`src/rtl/video_stream_crc_sink.sv`:
```
// AXI-Stream pixel sink: checks frame geometry, computes a per-frame CRC-32 and
// counts frames/beats/drops, with optional LFSR-driven tready throttling.
module video_stream_crc_sink #(
    parameter int          WIDTH     = 32,
    parameter int          HEIGHT    = 24,
    parameter logic [15:0] LFSR_SEED = 16'hACE1
) (
    input  logic        clk,
    input  logic        rst_n,
    input  logic [23:0] s_axis_tdata,
    input  logic        s_axis_tvalid,
    input  logic        s_axis_tlast,
    input  logic        s_axis_tuser,
    output logic        s_axis_tready,
    input  logic        stall_en,
    input  logic        err_clr,
    input  logic [31:0] golden_crc,
    output logic [31:0] frame_count,
    output logic [31:0] crc_last,
    output logic        crc_ok,
    output logic [31:0] beat_count,
    output logic [15:0] drop_count,
    output logic [15:0] line_count,
    output logic [15:0] pixel_in_line,
    output logic [3:0]  err_flags,
    output logic        frame_done
);

    typedef enum logic {
        IDLE,
        ACTIVE
    } state_e;

    localparam logic [15:0] LAST_X   = 16'(WIDTH - 1);
    localparam logic [15:0] LAST_Y   = 16'(HEIGHT - 1);
    localparam logic [31:0] CRC_POLY = 32'h04C11DB7;
    localparam logic [31:0] CRC_INIT = 32'hFFFFFFFF;

    // Non-reflected CRC-32, pixel shifted in MSB first.
    function automatic logic [31:0] crcFold(input logic [31:0] crcIn, input logic [23:0] pix);
        logic [31:0] c;
        logic        fb;
        c = crcIn;
        for (int i = 23; i >= 0; i--) begin
            fb = c[31] ^ pix[i];
            c  = {c[30:0], 1'b0};
            if (fb) begin
                c = c ^ CRC_POLY;
            end
        end
        return c;
    endfunction

    state_e      state_q, state_d;
    logic [15:0] lfsr_q, lfsr_d;
    logic        tready_q, tready_d;
    logic [31:0] crcRun_q, crcRun_d;
    logic [31:0] crcLast_q, crcLast_d;
    logic [31:0] frameCount_q, frameCount_d;
    logic [31:0] beatCount_q, beatCount_d;
    logic [15:0] dropCount_q, dropCount_d;
    logic [15:0] lineCount_q, lineCount_d;
    logic [15:0] pixelIdx_q, pixelIdx_d;
    logic [3:0]  err_q, err_d;
    logic        frameDone_q, frameDone_d;

    logic        accept;
    logic        lfsrFb;
    logic [31:0] foldSof;
    logic [31:0] foldRun;
    logic [3:0]  newErr;

    assign accept  = s_axis_tvalid && tready_q;
    assign lfsrFb  = lfsr_q[15] ^ lfsr_q[13] ^ lfsr_q[12] ^ lfsr_q[10];
    assign foldSof = crcFold(CRC_INIT, s_axis_tdata);
    assign foldRun = crcFold(crcRun_q, s_axis_tdata);

    always_comb begin
        state_d      = state_q;
        lfsr_d       = {lfsr_q[14:0], lfsrFb};
        tready_d     = stall_en ? (lfsr_q[0] | lfsr_q[1]) : 1'b1;
        crcRun_d     = crcRun_q;
        crcLast_d    = crcLast_q;
        frameCount_d = frameCount_q;
        beatCount_d  = beatCount_q;
        dropCount_d  = dropCount_q;
        lineCount_d  = lineCount_q;
        pixelIdx_d   = pixelIdx_q;
        frameDone_d  = 1'b0;
        newErr       = 4'b0000;

        if (accept) begin
            beatCount_d = beatCount_q + 32'd1;
            // A SOF always restarts the frame; a SOF that also carries tlast is a one-pixel short line.
            if (s_axis_tuser) begin
                if (state_q == ACTIVE) begin
                    newErr[2] = 1'b1;
                end
                if (s_axis_tlast) begin
                    newErr[0]   = 1'b1;
                    state_d     = IDLE;
                    pixelIdx_d  = 16'd0;
                    lineCount_d = 16'd0;
                end else begin
                    state_d     = ACTIVE;
                    crcRun_d    = foldSof;
                    pixelIdx_d  = 16'd1;
                    lineCount_d = 16'd0;
                end
            end else if (state_q == IDLE) begin
                if (dropCount_q != 16'hFFFF) begin
                    dropCount_d = dropCount_q + 16'd1;
                end
            end else if (s_axis_tlast && (pixelIdx_q != LAST_X)) begin
                newErr[0]   = 1'b1;
                state_d     = IDLE;
                pixelIdx_d  = 16'd0;
                lineCount_d = 16'd0;
            end else if ((pixelIdx_q == LAST_X) && !s_axis_tlast) begin
                newErr[1]   = 1'b1;
                state_d     = IDLE;
                pixelIdx_d  = 16'd0;
                lineCount_d = 16'd0;
            end else if (pixelIdx_q == LAST_X) begin
                crcRun_d   = foldRun;
                pixelIdx_d = 16'd0;
                if (lineCount_q != LAST_Y) begin
                    lineCount_d = lineCount_q + 16'd1;
                end else begin
                    crcLast_d    = foldRun ^ CRC_INIT;
                    frameCount_d = frameCount_q + 32'd1;
                    frameDone_d  = 1'b1;
                    lineCount_d  = 16'd0;
                    state_d      = IDLE;
                end
            end else begin
                crcRun_d   = foldRun;
                pixelIdx_d = pixelIdx_q + 16'd1;
            end
        end

        // A clear in the same cycle as a new error keeps the new error.
        err_d    = (err_q & {4{~err_clr}}) | newErr;
        err_d[3] = 1'b0;
    end

    always_ff @(posedge clk or negedge rst_n) begin
        if (!rst_n) begin
            state_q      <= IDLE;
            lfsr_q       <= LFSR_SEED;
            tready_q     <= 1'b0;
            crcRun_q     <= 32'd0;
            crcLast_q    <= 32'd0;
            frameCount_q <= 32'd0;
            beatCount_q  <= 32'd0;
            dropCount_q  <= 16'd0;
            lineCount_q  <= 16'd0;
            pixelIdx_q   <= 16'd0;
            err_q        <= 4'd0;
            frameDone_q  <= 1'b0;
        end else begin
            state_q      <= state_d;
            lfsr_q       <= lfsr_d;
            tready_q     <= tready_d;
            crcRun_q     <= crcRun_d;
            crcLast_q    <= crcLast_d;
            frameCount_q <= frameCount_d;
            beatCount_q  <= beatCount_d;
            dropCount_q  <= dropCount_d;
            lineCount_q  <= lineCount_d;
            pixelIdx_q   <= pixelIdx_d;
            err_q        <= err_d;
            frameDone_q  <= frameDone_d;
        end
    end

    assign s_axis_tready = tready_q;
    assign frame_count   = frameCount_q;
    assign crc_last      = crcLast_q;
    assign crc_ok        = (crcLast_q == golden_crc) && (frameCount_q != 32'd0);
    assign beat_count    = beatCount_q;
    assign drop_count    = dropCount_q;
    assign line_count    = lineCount_q;
    assign pixel_in_line = pixelIdx_q;
    assign err_flags     = err_q;
    assign frame_done    = frameDone_q;

endmodule

```
`config.mk`:
```
export PLATFORM = sky130hd
export DESIGN_NAME = video_stream_crc_sink
export DESIGN_NICKNAME = d
export VERILOG_FILES = /design/src/rtl/video_stream_crc_sink.sv
export SDC_FILE = /design/constraint.sdc
export NUM_CORES = 1
export LEC_CHECK = 0
export BUFFER_PORTS_ARGS = -buffer_cell sky130_fd_sc_hd__buf_2
export CAP_MARGIN = 20
export CELL_PAD_IN_SITES_DETAIL_PLACEMENT = 1
export CELL_PAD_IN_SITES_GLOBAL_PLACEMENT = 2
export CORE_ASPECT_RATIO = 0.5
export CORE_UTILIZATION = 40
export DETAILED_ROUTE_END_ITERATION = 10
export GPL_TIMING_DRIVEN = 0
export HOLD_SLACK_MARGIN = 0.15
export PLACE_DENSITY = 0.93
export SLEW_MARGIN = 40
export SYNTH_ARGS = -nofsm -noshare
export SYNTH_HDL_FRONTEND = slang
export SYNTH_SLANG_ARGS = --single-unit
export TNS_END_PERCENT = 30
```
`constraint.sdc`:
```
create_clock -name clk -period 6.8 [get_ports clk]
set_clock_uncertainty 0.2 [all_clocks]
set_input_delay 1.02 -clock clk [delete_from_list [all_inputs] [get_ports clk]]
set_output_delay 1.02 -clock clk [all_outputs]
set_load 0.005 [all_outputs]
```
==> impl_metrics.json <==
{
  "drive_above_1_share": 0.202,
  "drc_errors": 0,
  "post_dp_cell_area_sq_um": 14900,
  "synth.most_common_cell": "xnor2_1",
  "maxSlewViolCount": 0,
  "grt_antenna_before_repair": 2,
  "setup_tns_ps": 0,
  "first_pass_iters": 5,
  "die_h_um": 131,
  "clockRootBuffer": "clkbuf_16",
  "min_to": "lfsr_q[15]$_DFF_PN1_",
  "synth-seq-cells": 198,
  "slowest_stage": "xnor3_2",
  "die_w_um": 260,
  "pin_count": 214,
  "htreeDepth": 4,
  "cts.sinks": 198,
  "max_freq_mhz": 238,
  "design.core.area_sq_um": 32100,
  "seq_area_frac_synth": 0.374,
  "ctsResizeCount": 0,
  "synth.top_cell.area_share": 0.359,
  "min_period_ps": 4200,
  "rows": 46,
  "critPathLaunchType": "primary input",
  "dp_hpwl_um": 32500,
  "die-area_sq_um": 33900,
  "yosys.area.top_type": "dfrtp_1",
  "worstPathMaxFanout": 10,
  "post_cts_buffers": 0,
  "routedWlPerCell_um": 21.6,
  "finalCritPeriodShare": 0.617,
  "io_buffers": 198,
  "path_clk_slew_ps": 70,
  "synthTopCellsByArea": "dfrtp_1 (36%), xnor2_1 (21%), xnor3_1 (7.6%), xor2_1 (7.0%), nand2_1 (4.2%)",
  "yosys_warnings": 0,
  "r2r_setup_slack_ps": 2850,
  "slew-limit-headroom": 0.438,
  "grt_max_degree": 74,
  "cts_buffers": 17,
  "critPathArrivalTime_ps": 4380,
  "grt_first_pass_wirelength_um": 63100,
  "synth_area_sq_um": 13300,
  "status": "completed",
  "ctsHoldBuffers": 0,
  "synth_edf_count": 0,
  "clk-insertion-delay-late_ps": 460,
  "worstSetupPathType": "in2reg",
  "cts_tree": "built",
  "drt_iter0_markers": 667,
  "synthCells": 1251,
  "setup_violations": 0,
  "critPathCaptureType": "flip-flop",
  "start_util": 0.413,
  "hold_path_depth": 0,
  "final_area_sq_um": 15500,
  "grt-ovfl-total": 0,
  "ys.flop_type": "dfrtp_1",
  "postSynthAreaPerCell_sq_um": 10.6,
  "drt-total-wl_um": 41300,
  "vias_per_cell": 5.30,
  "hold_viol": 0,
  "crit_required_ps": 6990,
  "r2r_start": "crcRun_q[28]$_DFFE_PN0P_",
  "worstHoldStart": "lfsr_q[14]$_DFF_PN0_",
  "syn2layout_area_growth_pct": 16.9,
  "track_usage": 0.247,
  "nNetsFinal": 1540,
  "num_vias": 10200,
  "min_path_type": "reg2reg",
  "rr_endpoint": "crcRun_q[9]$_DFFE_PN0P_",
  "slowest_delay_ps": 620,
  "cp_cell_sequence": "buf_4 > xnor2_2 > xnor3_2 > xor2_1 > xnor2_1 > xnor3_2 > xnor2_1 > o21ai_0 > nand2_1",
  "ys_types": 55,
  "maxCapViolCount": 0,
  "tightest_slew_ps": 837,
  "ys_async_sr_fraction": 1.00,
  "rsz0062_at_grt": "no",
  "place_congestion": 0.923,
  "fill_cells": 3620,
  "antenna_left": 0,
  "grt_pass1_vias": 10600,
  "cts.path.max_buffers": 2,
  "synth_nets": 1320,
  "synth_commonest_cells": "xnor2_1 (312), dfrtp_1 (190), nand2_1 (147)",
  "reg2regPathDepth": 8
}
flip-flops by register name (all words and copies together) (netlist names):
register and count:
state_q 1, frame_done 1, line_count 16, crc_last 32, pixel_in_line 16, crcRun_q 32, err_flags 3, frame_count 32
beat_count 32, drop_count 16, lfsr_q 16, s_axis_tready 1
how the worst max path moves through the flow:
stage / startpoint / to / depth (start not counted)
2_1_floorplan: s_axis_tdata[20] / crcRun_q[12]$_DFFE_PN0P_ / 9
3_3_place_gp: rst_n / frame_count[30]$_DFFE_PN0P_ / 1
3_5_place_dp: s_axis_tdata[13] / crcRun_q[14]$_DFFE_PN0P_ / 9
4_1_cts: s_axis_tdata[13] / crcRun_q[14]$_DFFE_PN0P_ / 9
5_1_grt: s_axis_tdata[10] / crcRun_q[14]$_DFFE_PN0P_ / 9
6_report: s_axis_tdata[20] / crcRun_q[9]$_DFFE_PN0P_ / 9
cells by family (layout without fill, tap and decap cells):
family,after synthesis,after routing,share of synthesized area
fa+ha+maj,6,6,0.00566
mux,22,22,0.0177
buf+inv,58,290,0.0196
other cells,1,3,0.000283
xor+xnor,496,496,0.407
simple gates,334,334,0.118
flops,198,198,0.374
compound gates,136,136,0.0575
worst max-delay path: cells and delay by family:
family / cells / cell delay, ps
xor gates and xnor gates: 6 / 2870
buffers and inverters: 1 / 190
AOI/OAI and AO/OA: 1 / 190
and+or+nand+nor: 1 / 110
placed cells by master, fill, tap and decap left out, types with 5 or more instances in the layout:
| master | Yosys | layout |
|---|---|---|
| xor2_1 | 106 | 106 |
| xnor2_2 | 6 | 8 |
| and3_1 | 16 | 16 |
| ha_1 | 6 | 6 |
| mux2i_1 | 10 | 10 |
| nor3_1 | 11 | 10 |
| dfstp_2 | 8 | 8 |
| clkbuf_1 | 31 | 31 |
| nand3_1 | 37 | 37 |
| dfrtp_1 | 190 | 190 |
| xnor2_4 | 6 | 6 |
| xnor2_1 | 312 | 310 |
| and2_1 | 8 | 8 |
| inv_1 | 14 | 14 |
| xnor3_2 | 11 | 11 |
| a21oi_1 | 20 | 20 |
| nor2_1 | 47 | 47 |
| buf_2 | 3 | 201 |
| nand4_1 | 31 | 31 |
| nor4_1 | 18 | 17 |
| clkbuf_16 | 0 | 17 |
| o21ai_1 | 9 | 9 |
| mux2_2 | 12 | 12 |
| xnor3_1 | 45 | 45 |
| nand2_1 | 147 | 147 |
| o21a_1 | 6 | 6 |
| and4_1 | 5 | 5 |
| inv_8 | 0 | 5 |
| xor2_2 | 6 | 6 |
| o21ai_0 | 76 | 76 |
metal layers:
metal | track usage | vias to the layer above | part of all wire
li1 | - | 4627 | -
met1 | 0.323 | 5226 | 0.44
met2 | 0.421 | 247 | 0.49
met3 | 0.0451 | 54 | 0.049
met4 | 0.0785 | 2 | 0.020
met5 | 0 | - | 0.00019
metrics by stage:
| stage | instances | setup slack, ps | util | hold slack, ps |
|---|---|---|---|---|
| 6_report | 1917 | 2600 | 0.483 | 157 |
| 5_1_grt | 1916 | 2530 | 0.483 | 163 |
| 4_1_cts | 1915 | 2580 | 0.482 | 160 |
| 3_5_place_dp | 1884 | 2140 | 0.463 | 136 |
| 3_3_place_gp | 1881 | 1190 | 0.461 | 137 |
| 2_1_floorplan | 1251 | 2840 | - | 131 |
layout make-up:
cell class / instances / area [sq um] / share of cell area
well taps: 432 / 541 / 0.0349
diodes: 2 / 5.00 / 0.000323
multi-input cells: 995 / 8060 / 0.520
inverters: 14 / 52.6 / 0.00339
repair buffers: 201 / 1060 / 0.0684
clock buffers: 17 / 425 / 0.0274
clock inverters: 14 / 188 / 0.0121
plain buffers: 44 / 208 / 0.0134
flip-flops and latches: 198 / 4960 / 0.320
Power is not shown: default switching activity piles up to over one toggle a cycle in this logic, so the estimate is an artifact.
